### config.mk
export PLATFORM = sky130hd
export DESIGN_NAME = uart_cmd_rx
export DESIGN_NICKNAME = d
export VERILOG_FILES = /design/src/rtl/uart_pkg.sv /design/src/rtl/uart_rx_phy.sv /design/src/rtl/uart_cmd_rx.sv
export SDC_FILE = /design/constraint.sdc
export NUM_CORES = 1
export LEC_CHECK = 0
export CAP_MARGIN = 20
export CELL_PAD_IN_SITES_DETAIL_PLACEMENT = 1
export CELL_PAD_IN_SITES_GLOBAL_PLACEMENT = 2
export CORE_UTILIZATION = 37
export CTS_BUF_LIST = sky130_fd_sc_hd__clkbuf_8
export CTS_CLUSTER_DIAMETER = 30
export DETAILED_ROUTE_END_ITERATION = 7
export GPL_TIMING_DRIVEN = 0
export HOLD_SLACK_MARGIN = 0.1
export PLACE_DENSITY = 0.88
export REMOVE_ABC_BUFFERS = 1
export SYNTH_ARGS = -nofsm -noshare
export SYNTH_HDL_FRONTEND = slang
export SYNTH_SLANG_ARGS = --single-unit
### constraint.sdc
create_clock -name clk -period 3.11 [get_ports clk]
set_clock_uncertainty 0.05 [all_clocks]
set_input_delay 0.311 -clock clk [delete_from_list [all_inputs] [get_ports clk]]
set_output_delay 0.311 -clock clk [all_outputs]
set_load 0.05 [all_outputs]
### src/rtl/uart_pkg.sv
// Shared definitions for the UART command receiver.
// ASCII constants, receiver/parser state encodings and a sizing helper.
package uart_pkg;

   localparam logic [7:0] CH_T  = 8'h54;
   localparam logic [7:0] CH_t  = 8'h74;
   localparam logic [7:0] CH_CR = 8'h0D;
   localparam logic [7:0] CH_LF = 8'h0A;
   localparam logic [7:0] CH_0  = 8'h30;
   localparam logic [7:0] CH_9  = 8'h39;

   typedef enum logic [2:0] {
      IDLE,
      START,
      DATA,
      STOP,
      BREAK
   } rx_state_t;

   typedef enum logic {
      P_IDLE,
      P_DIG
   } p_state_t;

   // Bits needed to hold values 0..v-1 (at least 1).
   function automatic int clog2(input int v);
      int r;
      r = 1;
      while ((1 << r) < v) r = r + 1;
      return r;
   endfunction

endpackage

### src/rtl/uart_rx_phy.sv
// 8N1 UART receiver: 2-FF synchroniser plus bit-timing FSM.
// Ports: clk, rst (sync, active-high), rx (async line, idle high),
//        rx_byte (last good byte), rx_valid / frame_err (1-cycle pulses).
module uart_rx_phy
   import uart_pkg::*;
#(
   parameter int CLK_FREQ = 12000000,
   parameter int BAUD     = 9600
) (
   input  logic       clk,
   input  logic       rst,
   input  logic       rx,
   output logic [7:0] rx_byte,
   output logic       rx_valid,
   output logic       frame_err
);

   localparam int DIV = CLK_FREQ / BAUD;
   localparam int CW  = clog2(DIV);
   localparam logic [CW-1:0] FULL = CW'(DIV - 1);
   localparam logic [CW-1:0] HALF = CW'(DIV / 2 - 1);

   logic          s1;
   logic          rxs;
   rx_state_t     st;
   rx_state_t     st_n;
   logic [CW-1:0] cnt;
   logic [CW-1:0] cnt_n;
   logic [2:0]    bitn;
   logic [2:0]    bitn_n;
   logic [7:0]    sh;
   logic [7:0]    sh_n;
   logic [7:0]    byte_n;
   logic          vld_n;
   logic          fe_n;

   always_ff @(posedge clk) begin
      if (rst) begin
         s1  <= 1'b1;
         rxs <= 1'b1;
      end else begin
         s1  <= rx;
         rxs <= s1;
      end
   end

   always_ff @(posedge clk) begin
      if (rst) begin
         st        <= IDLE;
         cnt       <= '0;
         bitn      <= '0;
         sh        <= '0;
         rx_byte   <= '0;
         rx_valid  <= 1'b0;
         frame_err <= 1'b0;
      end else begin
         st        <= st_n;
         cnt       <= cnt_n;
         bitn      <= bitn_n;
         sh        <= sh_n;
         rx_byte   <= byte_n;
         rx_valid  <= vld_n;
         frame_err <= fe_n;
      end
   end

   always_comb begin
      st_n   = st;
      cnt_n  = cnt;
      bitn_n = bitn;
      sh_n   = sh;
      byte_n = rx_byte;
      vld_n  = 1'b0;
      fe_n   = 1'b0;
      unique case (st)
         IDLE: begin
            if (!rxs) begin
               cnt_n  = '0;
               bitn_n = '0;
               st_n   = START;
            end
         end
         START: begin
            // Half a bit in: confirm the start bit is still low.
            if (cnt == HALF) begin
               cnt_n = '0;
               st_n  = rxs ? IDLE : DATA;
            end else begin
               cnt_n = cnt + CW'(1);
            end
         end
         DATA: begin
            if (cnt == FULL) begin
               cnt_n  = '0;
               sh_n   = {rxs, sh[7:1]};
               bitn_n = bitn + 3'd1;
               if (bitn == 3'd7) st_n = STOP;
            end else begin
               cnt_n = cnt + CW'(1);
            end
         end
         STOP: begin
            if (cnt == FULL) begin
               cnt_n = '0;
               if (rxs) begin
                  byte_n = sh;
                  vld_n  = 1'b1;
                  st_n   = IDLE;
               end else begin
                  fe_n = 1'b1;
                  st_n = BREAK;
               end
            end else begin
               cnt_n = cnt + CW'(1);
            end
         end
         BREAK: begin
            // Line held low past the stop bit: wait for idle.
            if (rxs) st_n = IDLE;
         end
         default: st_n = IDLE;
      endcase
   end

endmodule

### src/rtl/uart_cmd_rx.sv
// UART command receiver: decodes "T<1-3 digits><CR|LF>" into a threshold.
// Ports: clk, rst (sync, active-high), rx, rx_byte/rx_valid/frame_err
//        (raw receiver), threshold (cm), thresh_valid / cmd_err pulses.
module uart_cmd_rx
   import uart_pkg::*;
#(
   parameter int CLK_FREQ       = 12000000,
   parameter int BAUD           = 9600,
   parameter int DEFAULT_THRESH = 15
) (
   input  logic        clk,
   input  logic        rst,
   input  logic        rx,
   output logic [7:0]  rx_byte,
   output logic        rx_valid,
   output logic        frame_err,
   output logic [15:0] threshold,
   output logic        thresh_valid,
   output logic        cmd_err
);

   p_state_t   ps;
   p_state_t   ps_n;
   logic [9:0] acc;
   logic [9:0] acc_n;
   logic [1:0] ndig;
   logic [1:0] ndig_n;
   logic [9:0] thr;
   logic [9:0] thr_n;
   logic       tv_n;
   logic       ce_n;
   logic       is_t;
   logic       is_dig;
   logic       is_term;

   uart_rx_phy #(
      .CLK_FREQ (CLK_FREQ),
      .BAUD     (BAUD)
   ) u_phy (
      .clk       (clk),
      .rst       (rst),
      .rx        (rx),
      .rx_byte   (rx_byte),
      .rx_valid  (rx_valid),
      .frame_err (frame_err)
   );

   assign is_t    = (rx_byte == CH_T) || (rx_byte == CH_t);
   assign is_dig  = (rx_byte >= CH_0) && (rx_byte <= CH_9);
   assign is_term = (rx_byte == CH_CR) || (rx_byte == CH_LF);
   assign threshold = {6'b0, thr};

   always_ff @(posedge clk) begin
      if (rst) begin
         ps           <= P_IDLE;
         acc          <= '0;
         ndig         <= '0;
         thr          <= 10'(DEFAULT_THRESH);
         thresh_valid <= 1'b0;
         cmd_err      <= 1'b0;
      end else begin
         ps           <= ps_n;
         acc          <= acc_n;
         ndig         <= ndig_n;
         thr          <= thr_n;
         thresh_valid <= tv_n;
         cmd_err      <= ce_n;
      end
   end

   always_comb begin
      ps_n   = ps;
      acc_n  = acc;
      ndig_n = ndig;
      thr_n  = thr;
      tv_n   = 1'b0;
      ce_n   = 1'b0;
      if (rx_valid) begin
         unique case (ps)
            P_IDLE: begin
               if (is_t) begin
                  acc_n  = '0;
                  ndig_n = '0;
                  ps_n   = P_DIG;
               end
            end
            P_DIG: begin
               if (is_dig) begin
                  // acc <= 99 here, so acc*10+9 fits in 10 bits.
                  if (ndig != 2'd3) begin
                     acc_n  = 10'(acc * 10'd10) + {6'b0, rx_byte[3:0]};
                     ndig_n = ndig + 2'd1;
                  end else begin
                     ce_n = 1'b1;
                     ps_n = P_IDLE;
                  end
               end else if (is_term) begin
                  if (ndig != 2'd0 && acc != 10'd0) begin
                     thr_n = acc;
                     tv_n  = 1'b1;
                  end else begin
                     ce_n = 1'b1;
                  end
                  ps_n = P_IDLE;
               end else if (is_t) begin
                  acc_n  = '0;
                  ndig_n = '0;
               end else begin
                  ce_n = 1'b1;
                  ps_n = P_IDLE;
               end
            end
            default: ps_n = P_IDLE;
         endcase
      end else if (frame_err && ps == P_DIG) begin
         ce_n = 1'b1;
         ps_n = P_IDLE;
      end
   end

endmodule

== After elaboration in Yosys (flattened, before gate mapping) ==
Cells that the tools add are included.

* Bits in writable memories: 0
* Register bits: 62
* Memories: 0
* Logic and storage cells: 113
* Bits in latches: 0
* Memory bits (read-only): 0
* Input bits: 3

* Multiply operators: 1
* Order comparisons: 2
* Add/sub/neg operators: 4
* Shift operators: 0
* Equal/unequal tests: 20
* Reductions and logical operators: 21
* Bitwise gates (word level): 6
* Div/mod/pow operators: 0
* Muxes and demuxes: 44

{| class="wikitable"
|+ Operators by type and width
! kind !! count
|-
| $mux 10 || 4
|-
| $mux 11 || 3
|-
| $pmux 11 s3 || 1
|-
| $mux 3 || 9
|-
| $pmux 10 s2 || 1
|-
| $mux 1 || 17
|-
| $eq 8x4->1 const B || 2
|-
| $eq 8x7->1 const B || 2
|-
| $pmux 3 s5 || 1
|-
| $add 11x1->11 const B || 1
|-
| $eq 11x10->1 const B || 1
|-
| $eq 11x11->1 const B || 1
|-
| $add 10x4->10 || 1
|-
| $mul 10x3->9 const B || 1
|-
| $mux 2 || 5
|-
| $ne 2x1->1 const B || 5
|-
| $reduce_bool 10->1 || 1
|-
| $reduce_and 3->1 || 3
|-
| $ge 8x6->1 const B || 1
|-
| $le 8x6->1 const B || 1
|-
| $eq 3x2->1 const B || 2
|-
| $eq 3x3->1 const B || 2
|-
| $not 1->1 || 6
|-
| $pmux 3 s2 || 1
|-
| other kinds (19) || 26
|}

== Longest topological paths before layout ==
Gate-level depths: netlist of run 1.

* Word-level depth: 7
* Mapped depth: 8

== By module ==
From an unflattened synthesis of run 1, not the netlist that was laid out.

* Cell total of the unflattened synthesis: 352
* Area, all modules: 3,236.9 sq um

{| class="wikitable"
|+ Modules (own cells, without submodules)
! module !! area an instance (sq um) !! cells an instance !! instances !! sequential area each (sq um)
|-
| uart_rx_phy || 1,644.1 || 179 || 1 || 740.7
|-
| uart_cmd_rx || 1,592.8 || 173 || 1 || 500.5
|}

== Least setup slack after synthesis of run 1 ==
No wires, ideal clock.

* Path kind: register -> register
* Start: register acc[1]
* End: register acc[8]
* Setup time: 0.062 ns
* Slack: 0.654 ns
* Arrival: 2.344 ns
* Buffers on the path: 0
* Cell stages (with the launch flop): 8
* Required time: 2.998 ns
* Period minus slack after synthesis: 2.456 ns
* Cell sequence: dfxtp_1 ha_1 ha_1 fa_1 xnor2_1 or3_1 or4_1 nand3_1

* Longest elaborated chain between the ends: 5

{| class="wikitable"
|+ RTL lines
! item !! line !! text
|-
| start: declaration || uart_cmd_rx.sv:24 || <nowiki>logic [9:0] acc;</nowiki>
|-
| start signal: assignment || uart_cmd_rx.sv:63 || <nowiki>acc <= acc_n;</nowiki>
|-
| $mul 10x3->9 || uart_cmd_rx.sv:91 || <nowiki>acc_n = 10'(acc * 10'd10) + {6'b0, rx_byte[3:0]};</nowiki>
|-
| $add 10x4->10 || uart_cmd_rx.sv:91 ||
|-
| $mux 10 || uart_cmd_rx.sv:90 || <nowiki>if (ndig != 2'd3) begin</nowiki>
|-
| $mux 10 || uart_cmd_rx.sv:88 || <nowiki>if (is_dig) begin</nowiki>
|-
| $pmux 10 s2 || uart_cmd_rx.sv:79 || <nowiki>unique case (ps)</nowiki>
|}

No other way between the ends. The select of a mux whose other input is x is not followed.
A chain may end at the register's enable or synchronous reset.

== Worst setup path after layout of run 1 ==
Ends and elaborated chain as after synthesis.

==> results of run 1 <==
==> routing by layer <==
metal	part of all wire [%]	wire [µm]	GRT usage, %	vias to the layer above
met5	0	0	0	-
met4	1.5	114	5.934	0
met3	2.6	194	5.072	11
met2	50	3754	31.71	36
met1	46	3413	22.87	1245
li1	-	-	-	1267
==> through the flow <==
step	instance area, µm²	power [mW]	cells	setup WS [ns]
after CTS	3744	1.689	474	0.3760
after floorplan	3095	0.8434	326	0.4073
after detailed placement	3512	0.8649	458	0.4057
after global placement	3467	0.8616	455	-0.3476
final	3744	1.667	474	0.4077
after global routing	3744	1.737	474	0.2468
==> state kept, by name, summed over array words and instances (netlist names) <==
name and cells:
thr 10, thresh_valid 1, u_phy.bitn 3, u_phy.rx_valid 1, u_phy.sh 8, u_phy.cnt 11, ndig 2, acc 10
u_phy.rx_byte 8, u_phy.rxs 1, u_phy.st 3, ps 1, u_phy.frame_err 1, cmd_err 1, u_phy.s1 1
==> worst max-delay path by stage <==
stage,cells past startpoint,to,from,slack (ns)
2_1_floorplan,5,acc[8],u_phy.rx_byte[4],0.41
3_3_place_gp,5,acc[8],rst,-0.35
3_5_place_dp,7,acc[8],acc[1],0.41
4_1_cts,7,acc[8],acc[1],0.38
5_1_grt,7,acc[8],acc[1],0.25
6_report,7,acc[8],acc[1],0.41
==> cell usage in the layout, fill, tap and decap left out, types with 6 or more instances in the layout <==
cell	instances
dfxtp_1	62
nor2_1	46
nand2_1	28
mux2i_1	26
clkdlybuf4s50_1	23
ha_1	21
a21oi_1	14
clkbuf_8	10
inv_1	9
a211oi_1	8
xnor2_1	8
a22oi_1	8
nand3_1	7
nand3b_1	6
conb_1	6
==> cell type report <==
type,count,area (µm²),area share (%)
Clock buffer,10,137.6,3.676
Tap cell,105,131.4,3.509
Sequential cell,62,1241,33.16
Multi-Input combinational cell,255,1832,48.93
Clock inverter,6,93.84,2.507
Timing Repair Buffer,27,274.0,7.320
Inverter,9,33.78,0.9024
==> cells in the mapped netlist, types with 6 or more instances <==
cell type | count | area (µm²)
dfxtp_1 | 62 | 1241
nor2_1 | 46 | 172.7
nand2_1 | 28 | 105.1
mux2i_1 | 26 | 260.3
ha_1 | 21 | 262.8
a21oi_1 | 14 | 70.07
inv_1 | 9 | 33.78
a211oi_1 | 8 | 60.06
a22oi_1 | 8 | 60.06
clkbuf_1 | 8 | 30.03
xnor2_1 | 8 | 70.07
nand3_1 | 7 | 35.03
buf_4 | 6 | 45.04
nand3b_1 | 6 | 45.04
==> report_power, final <==
| part | internal [mW] | switching [mW] | leakage (nW) |
|---|---|---|---|
| combinational | 0.00903 | 0.0391 | 0.930 |
| clock | 0.479 | 0.343 | 0.113 |
| sequential | 0.795 | 0.00254 | 0.500 |
==> cells by family (layout without fill, tap and decap cells) <==
group	after synthesis	after routing	share of synthesized area [%]
DFF	62	62	38.86
AOI/OAI and AO/OA	54	54	12.14
and+or+nand+nor	131	131	21.86
adders and majority gates	23	23	9.479
muxes	27	27	8.500
xor gates and xnor gates	14	14	4.309
buffers and inverters	29	52	4.739
other	1	6	0.1174
==> results.tsv, run 1 <==
stage	metric	value	unit
grt	grt_pass1_wl	12900	µm
sta	min_period	2.702	ns
route	routedWlPerCell	15.77	µm
placed_design	io_buffers	24	
route	vias_per_cell	5.399	
cts	cts_root_buf	clkbuf_8	
route	drt_iter0_drc	72	
cts	clock-sinks	62	
sta	setup_viol	0	
die	core	8299	µm²
die	io_pins	31	
cts	htree_levels	3	
setup_path	critPathMaxFanout	6	
grt	grt_pass1_vias	2659	
route	antenna_left	0	
sta	max_slew_margin	50.70	%
run	drv_cap	0	
grt	antenna_found_initial	0	
cts	ctsHoldBuffers	0	
die	die_area	9009	µm²
sta	timing.final.crit_share	86.89	%
cts	cts_resized	0	
logic_synthesis	synth_ff_type	dfxtp_1	
setup_path	crit_family	simple AND/OR/NAND/NOR gates	
die	initial_core_util	38.49	%
run_status	status	finished clean	
setup_path	crit_path_start_kind	flip-flop	
setup_path	r2r_start	acc[1]	
cts	clk_pin_slew_worst_paths	0.08	ns
setup_path	end_kind	flip-flop	
die	num_rows	33	
route	drtPass1Iterations	4	
logic_synthesis	ys_seq_area_share	38.86	%
sta	hold_slack	0.3691	ns
sta	setup_tns	0	ns
setup_path	reg2reg_slack	0.41	ns
hold_path	hp-class	flip-flop to flip-flop	
setup_path	cpMostUsedCell	ha_1	
hold_path	hp-start	u_phy.s1	
sta	rsz0062_at_grt	false	
logic_synthesis	ys_warn_count	0	
logic_synthesis	synthDistinctLibCells	54	
sta	max_clock_freq	370.1	MHz
setup_path	r2r-end	acc[8]	
setup_path	slowest_stage	or4_1	
setup_path	arrival	2.93	ns
placed_design	dp_hpwl	5361	µm
hold_path	hold_depth	1	
logic_synthesis	async_flop_share	0	%
setup_path	crit_chain	ha_1 -> ha_1 -> fa_1 -> xnor2_1 -> or3_1 -> or4_1 -> nand3_1	
cts	cts_buffers	9	
setup_path	cpPeakStageDelay	0.49	ns
final_layout	syn_to_final_growth	17.20	%
logic_synthesis	synth_area_per_cell	9.367	µm²
setup_path	criticalPathCategory	flip-flop to flip-flop	
sta	slew_violations	0	
sta	worstMarginPinSlew	0.7395	ns
grt	gr-total-overflow	0	
grt	grtUsageTotal	18.70	%
power_and_ir_drop	peakVddDrop	244.1	µV
logic_synthesis	synth-edff-count	0	
final_layout	fin_util	45.11	%
hold_path	whs_endpoint	u_phy.rxs	
route	vias	2559	
final_layout	drive_above_1_share	9.485	%
logic_synthesis	ys_ff_latch	62	
logic_synthesis	synthesis.area	3194	µm²
power_and_ir_drop	power.leakage	1.543	nW
route	drc	0	
die	die_x	94.92	µm
logic_synthesis	netlist_instances	341	
setup_path	ff2ff_path_depth	7	
cts	tritoncts	done	
setup_path	crit_required	3.34	ns
setup_path	cp_num_buf_inv	0	
grt	grt_max_degree	36	
placed_design	gp_congestion	0.7511	
cts	clock_latency	0.34	ns
final_layout	fin_nets	390	
route	routed_wl	7477	µm
cts	clockBufferDepth	2	
sta	hold_viol_final	0	
cts	post-cts-setup-buffers	0	
power_and_ir_drop	p_per_area	445.3	nW/µm²
final_layout	nFillCells	960	
die	die_h	94.92	µm
final_layout	insertedDiodeCount	0	
No activity file was read; power rests on OpenSTA's default activity.
==> inputs of run 2 (changes only) <==
--- a/config.mk
+++ b/config.mk
@@ -6,16 +6,17 @@
 export NUM_CORES = 1
 export LEC_CHECK = 0
 export CAP_MARGIN = 20
-export CELL_PAD_IN_SITES_DETAIL_PLACEMENT = 1
-export CELL_PAD_IN_SITES_GLOBAL_PLACEMENT = 2
-export CORE_UTILIZATION = 37
+export CELL_PAD_IN_SITES_DETAIL_PLACEMENT = 0
+export CELL_PAD_IN_SITES_GLOBAL_PLACEMENT = 1
+export CORE_UTILIZATION = 46
 export CTS_BUF_LIST = sky130_fd_sc_hd__clkbuf_8
 export CTS_CLUSTER_DIAMETER = 30
 export DETAILED_ROUTE_END_ITERATION = 7
 export GPL_TIMING_DRIVEN = 0
 export HOLD_SLACK_MARGIN = 0.1
-export PLACE_DENSITY = 0.88
+export PLACE_DENSITY = 0.89
 export REMOVE_ABC_BUFFERS = 1
+export SLEW_MARGIN = 10
 export SYNTH_ARGS = -nofsm -noshare
 export SYNTH_HDL_FRONTEND = slang
 export SYNTH_SLANG_ARGS = --single-unit
==> run 2 against run 1 <==
  * Global-route usage rose by 0.51 points
  * Cell area shrank 0.90%
  * Flip-flop and latch count unchanged
  * Utilization is 9.8 points higher
  * Count of clock-buffer cells in the layout stayed put
  * Critical path depth did not move
  * Sequential power hardly changed
==> results.tsv, run 2 (synthesis results as in run 1) <==
stage	metric	value	unit	change
run_status	status	finished clean		unchanged
grt	grt_pass1_vias	2359		was 2659
route	drtPass1Iterations	4		unchanged
cts	clk_pin_slew_worst_paths	0.08	ns	about the same
final_layout	nFillCells	628		was 960
route	vias	2475		was 2559
placed_design	gp_congestion	0.8949		was 0.7511
grt	gr-total-overflow	0		unchanged
cts	clock_latency	0.35	ns	was 0.34 ns
grt	antenna_found_initial	0		unchanged
die	core	6756	µm²	was 8299 µm²
sta	min_period	2.678	ns	was 2.702 ns
sta	max_clock_freq	373.4	MHz	was 370.1 MHz
cts	cts_root_buf	clkbuf_8		unchanged
final_layout	fin_nets	390		unchanged
final_layout	drive_above_1_share	9.485	%	unchanged
power_and_ir_drop	power.leakage	1.543	nW	about the same
die	io_pins	31		unchanged
setup_path	criticalPathCategory	flip-flop to flip-flop		unchanged
cts	clockBufferDepth	2		unchanged
sta	worstMarginPinSlew	0.6870	ns	was 0.7395 ns
setup_path	crit_path_start_kind	flip-flop		unchanged
die	die_h	85.33	µm	was 94.92 µm
route	antenna_left	0		unchanged
final_layout	mostFrequentLayoutCells	dfxtp_1, nor2_1, nand2_1		unchanged
placed_design	dp_slack	0.4517	ns	was 0.4057 ns
grt	grtUsageTotal	19.21	%	was 18.70%
die	num_rows	30		was 33
grt	grt_max_degree	40		was 36
route	drc	0		unchanged
sta	hold_viol_final	0		unchanged
sta	fin_ws	0.4322	ns	was 0.4077 ns
sta	max_slew_margin	54.20	%	was 50.70%
final_layout	reg_top3	u_phy.cnt (11), acc (10), thr (10)		unchanged
cts	ctsHoldBuffers	0		unchanged
die	initial_core_util	47.28	%	was 38.49%
final_layout	insertedDiodeCount	0		unchanged
sta	rsz0062_at_grt	false		unchanged
sta	slew_violations	0		unchanged
cts	tritoncts	done		unchanged
sta	setup_tns	0	ns	unchanged
setup_path	crit_required	3.34	ns	about the same
final_layout	layout_commonest_cell	dfxtp_1		unchanged
cts	htree_levels	3		unchanged
die	die_x	85.33	µm	was 94.92 µm
power_and_ir_drop	p_per_area	446.4	nW/µm²	was 445.3 nW/µm²
final_layout	largest_register_ff_count	11		unchanged
placed_design	dp_hpwl	4403	µm	was 5361 µm
route	routedWlPerCell	13.83	µm	was 15.77 µm
route	drt_iter0_drc	82		was 72
sta	timing.final.crit_share	86.10	%	was 86.89%
setup_path	arrival	2.91	ns	was 2.93 ns
cts	cts_resized	0		unchanged
hold_path	hp-class	input pin to flip-flop		was flip-flop to flip-flop
die	die_area	7281	µm²	was 9009 µm²
grt	grt_pass1_wl	10970	µm	was 12900 µm
final_layout	syn_to_final_growth	16.14	%	was 17.20%
setup_path	reg2reg_slack	0.43	ns	was 0.41 ns
run	drv_cap	0		unchanged
placed_design	io_buffers	24		unchanged
power_and_ir_drop	peakVddDrop	351.3	µV	was 244.1 µV
cts	post-cts-setup-buffers	0		unchanged
cts	cts_buffers	9		unchanged
setup_path	end_kind	flip-flop		unchanged
sta	setup_viol	0		unchanged
route	routed_wl	6211	µm	was 7477 µm
route	vias_per_cell	5.512		was 5.399
cts	clock-sinks	62		unchanged
setup_path	critPathMaxFanout	6		unchanged
final_layout	top_register	u_phy.cnt		unchanged
==> run 2: cell counts in the layout (fill, tap and decap cells not counted) <==
No cell type changed its count.
==> run 2: power breakdown <==
group          total [mW]  internal [mW]  switching, mW
clock               0.811          0.478          0.333
combinational      0.0471        0.00903         0.0381
sequential          0.798          0.795        0.00241
==> run 2: per-layer routing <==
layer	vias to the layer above	part of all wire (%)	track usage, %
met3	10	3.6	6.712
met4	0	1.5	6.212
met2	40	46	29.99
met5	-	0	0
met1	1163	49	24.92
li1	1262	-	-
==> run 2: path summary, 6_finish.rpt <==
check	startpoint	cells past startpoint	endpoint
max	acc[1]	7	acc[8]
min	rst	2	acc[4]
max reg2reg	acc[1]	7	acc[8]
min reg2reg	u_phy.s1	1	u_phy.rxs
==> run 2: through the flow <==
step           utilization (%)  cells  power (mW)  hold slack (ns)  area [µm²]
2_1_floorplan                -    326      0.8434           0.3301        3095
3_3_place_gp             50.85    430      0.8608           0.3445        3436
3_5_place_dp             51.48    433      0.8636           0.3574        3478
4_1_cts                  54.91    449       1.677           0.2975        3710
5_1_grt                  54.91    449       1.712           0.3193        3710
6_report                 54.91    449       1.656           0.3044        3710
==> run 2: cell type report <==
| type | instances | area [µm²] | share of cell area, % |
|---|---|---|---|
| Tap cell | 80 | 100.1 | 2.698 |
| Clock buffer | 10 | 137.6 | 3.710 |
| Inverter | 9 | 33.78 | 0.9106 |
| Multi-Input combinational cell | 255 | 1832 | 49.38 |
| Sequential cell | 62 | 1241 | 33.46 |
| Timing Repair Buffer | 27 | 271.5 | 7.319 |
| Clock inverter | 6 | 93.84 | 2.530 |
==> run 2: worst max-delay path, stage by stage (launching register included) <==
cell     delay [ns]
dfxtp_1        0.47
ha_1           0.28
ha_1           0.22
fa_1           0.56
nand2_1        0.09
or3_1          0.37
or4_1          0.49
nand3_1        0.09
==> inputs of run 3 (changes only) <==
--- a/config.mk
+++ b/config.mk
@@ -8,9 +8,11 @@
 export CAP_MARGIN = 20
 export CELL_PAD_IN_SITES_DETAIL_PLACEMENT = 0
 export CELL_PAD_IN_SITES_GLOBAL_PLACEMENT = 1
+export CORE_ASPECT_RATIO = 1.5
 export CORE_UTILIZATION = 46
 export CTS_BUF_LIST = sky130_fd_sc_hd__clkbuf_8
 export CTS_CLUSTER_DIAMETER = 30
+export CTS_CLUSTER_SIZE = 12
 export DETAILED_ROUTE_END_ITERATION = 7
 export GPL_TIMING_DRIVEN = 0
 export HOLD_SLACK_MARGIN = 0.1
==> run 3 against run 2 <==
  * Wire length up 1.2%
  * Sequential power about the same
  * Sequential share of layout area up 0.32 points
  * Worst setup slack better by 0.035 ns
  * First-iteration DRC count down 2.4%
  * Utilization up 0.59 points
  * Register-to-register slack better by 0.04 ns
  * Critical path depth unchanged
  * Flip-flop and latch count unchanged
  * Highest routed layer unchanged
==> results.tsv, run 3 (synthesis results as in run 1) <==
stage	metric	value	unit	change
placed_design	dp_hpwl	4641	µm	was 4403 µm
setup_path	r2r_start	acc[1]		unchanged
grt	grt_pass1_wl	10780	µm	was 10970 µm
sta	max_slew_margin	55.28	%	was 54.20%
route	vias_per_cell	5.535		was 5.512
setup_path	reg2reg_slack	0.47	ns	was 0.43 ns
setup_path	crit_required	3.35	ns	was 3.34 ns
cts	cts_root_buf	clkbuf_8		unchanged
setup_path	slowest_stage	or4_1		was fa_1
grt	grt_busiest_layer	met2		unchanged
final_layout	mostFrequentLayoutCells	dfxtp_1, nor2_1, nand2_1		unchanged
sta	setup_viol	0		unchanged
final_layout	top_register	u_phy.cnt		unchanged
final_layout	syn_to_final_growth	15.04	%	was 16.14%
sta	hold_viol_final	0		unchanged
route	antenna_left	0		unchanged
setup_path	crit_chain	ha_1 -> ha_1 -> fa_1 -> xnor2_1 -> or3_1 -> or4_1 -> nand3_1		was ha_1 -> ha_1 -> fa_1 -> nand2_1 -> or3_1 -> or4_1 -> nand3_1
power_and_ir_drop	power.leakage	1.538	nW	was 1.543 nW
cts	clockBufferDepth	2		unchanged
final_layout	nFillCells	603		was 628
power_and_ir_drop	p_total	1.554	mW	was 1.656 mW
hold_path	hp-start	rst		unchanged
placed_design	dp_slack	0.4729	ns	was 0.4517 ns
die	die_h	104.1	µm	was 85.33 µm
setup_path	crit_family	simple AND/OR/NAND/NOR gates		was adder cells
setup_path	critPathMaxFanout	6		unchanged
power_and_ir_drop	p_per_area	422.8	nW/µm²	was 446.4 nW/µm²
grt	gr-total-overflow	0		unchanged
cts	post-cts-setup-buffers	0		unchanged
hold_path	hold_depth	2		unchanged
run	drv_cap	0		unchanged
die	die_x	70.04	µm	was 85.33 µm
final_layout	largest_register_ff_count	11		unchanged
die	io_pins	31		unchanged
grt	grt_use_met1	21.18	%	was 24.92%
setup_path	r2r-end	acc[8]		unchanged
die	initial_core_util	48.24	%	was 47.28%
final_layout	insertedDiodeCount	0		unchanged
run_status	status	finished clean		unchanged
route	routedWlPerCell	14.13	µm	was 13.83 µm
final_layout	reg_top3	u_phy.cnt (11), acc (10), thr (10)		unchanged
grt	met3_usage	3.004	%	was 6.712%
cts	htree_levels	3		unchanged
placed_design	io_buffers	24		unchanged
die	die_area	7288	µm²	was 7281 µm²
die	core	6621	µm²	was 6756 µm²
setup_path	ff2ff_path_depth	7		unchanged
route	routed_wl	6288	µm	was 6211 µm
final_layout	seq_area	1241	µm²	unchanged
route	drc	0		unchanged
cts	clock-sinks	62		unchanged
power_and_ir_drop	comb_power_share	3.0	%	was 2.8%
cts	clk_pin_slew_worst_paths	0.07	ns	was 0.08 ns
power_and_ir_drop	power_frac_clock	45.6	%	was 49.0%
sta	min_period	2.643	ns	was 2.678 ns
sta	timing.final.crit_share	84.97	%	was 86.10%
power_and_ir_drop	power.share.switching	22.03	%	was 22.55%
setup_path	cpMostUsedCell	ha_1		unchanged
power_and_ir_drop	peakVddDrop	301.4	µV	was 351.3 µV
setup_path	criticalPathCategory	flip-flop to flip-flop		unchanged
sta	slew_violations	0		unchanged
grt	antenna_found_initial	0		unchanged
final_layout	drive_above_1_share	8.943	%	was 9.485%
sta	fin_ws	0.4675	ns	was 0.4322 ns
cts	cts_buffers	9		unchanged
power_and_ir_drop	p_switching	342.3	µW	was 373.3 µW
power_and_ir_drop	p_seq_share	51.4	%	was 48.2%
setup_path	arrival	2.88	ns	was 2.91 ns
final_layout	fin_nets	390		unchanged
setup_path	cpPeakStageDelay	0.48	ns	was 0.56 ns
hold_path	hp-class	input pin to flip-flop		unchanged
sta	hold_slack	0.2874	ns	was 0.3044 ns
grt	grtUsageTotal	18.37	%	was 19.21%
grt	grt_pass1_vias	2294		was 2359
setup_path	end_kind	flip-flop		unchanged
route	drtPass1Iterations	4		unchanged
final_layout	layout_commonest_cell	dfxtp_1		unchanged
sta	max_clock_freq	378.4	MHz	was 373.4 MHz
cts	tritoncts	done		unchanged
cts	cts_resized	0		unchanged
final_layout	multi_input_area	1832	µm²	unchanged
setup_path	cp_num_buf_inv	0		unchanged
grt	grt_max_degree	43		was 40
grt	gr-usage-met2	32.07	%	was 29.99%
power_and_ir_drop	intPower	1.211	mW	was 1.283 mW
placed_design	gp_congestion	0.7783		was 0.8949
cts	ctsHoldBuffers	0		unchanged
route	drt_iter0_drc	80		was 82
route	vias	2463		was 2475
setup_path	crit_path_start_kind	flip-flop		unchanged
die	num_rows	36		was 30
sta	rsz0062_at_grt	false		unchanged
sta	worstMarginPinSlew	0.6707	ns	was 0.6870 ns
hold_path	whs_endpoint	thr[4]		was acc[4]
cts	clock_latency	0.34	ns	was 0.35 ns
run 3: cell types whose count changed in the layout (fill, tap and decap cells not counted), sizes merged:
cell and change:
clkinv -1, inv +1, bufinv -1, clkbuf +1
run 3: cell type report:
class                   instances  area share [%]
flip-flops and latches         62           33.78
clock buffers                  11           4.120
repair buffers                 27           7.388
inverters                       9          0.9193
multi-input cells             255           49.85
well taps                      76           2.588
clock inverters                 5           1.362
run 3: power by group through the flow:
stage / clock network [mW] / logic (mW) / registers, mW
global placement: 0 / 0.0450 / 0.816
detailed placement: 0 / 0.0479 / 0.816
global route: 0.756 / 0.0515 / 0.798
CTS: 0.724 / 0.0479 / 0.798
finish: 0.708 / 0.0471 / 0.798
floorplan: 0 / 0.0279 / 0.815
run 3: metrics by stage:
step | area (µm²) | setup TNS [ns] | utilization, % | std cells
4_1_cts | 3675 | 0 | 55.50 | 445
5_1_grt | 3675 | 0 | 55.50 | 445
3_5_place_dp | 3473 | 0 | 52.46 | 429
6_report | 3675 | 0 | 55.50 | 445
2_1_floorplan | 3095 | 0 | - | 326
3_3_place_gp | 3431 | -0.6446 | 51.81 | 426
run 3: worst max-delay path by stage:
stage,from,endpoint,cells after the start
after floorplan,u_phy.rx_byte[4],acc[8],5
after global placement,rst,acc[8],5
after detailed placement,acc[1],acc[8],7
after CTS,acc[1],acc[8],7
after global routing,acc[1],acc[8],7
final,acc[1],acc[8],7
run 3: per-layer routing:
layer  part of all wire, %  wire length [µm]
met2                    53              3323
met4                   2.3               144
met1                    43              2682
met5                     0                 0
met3                   2.2               137
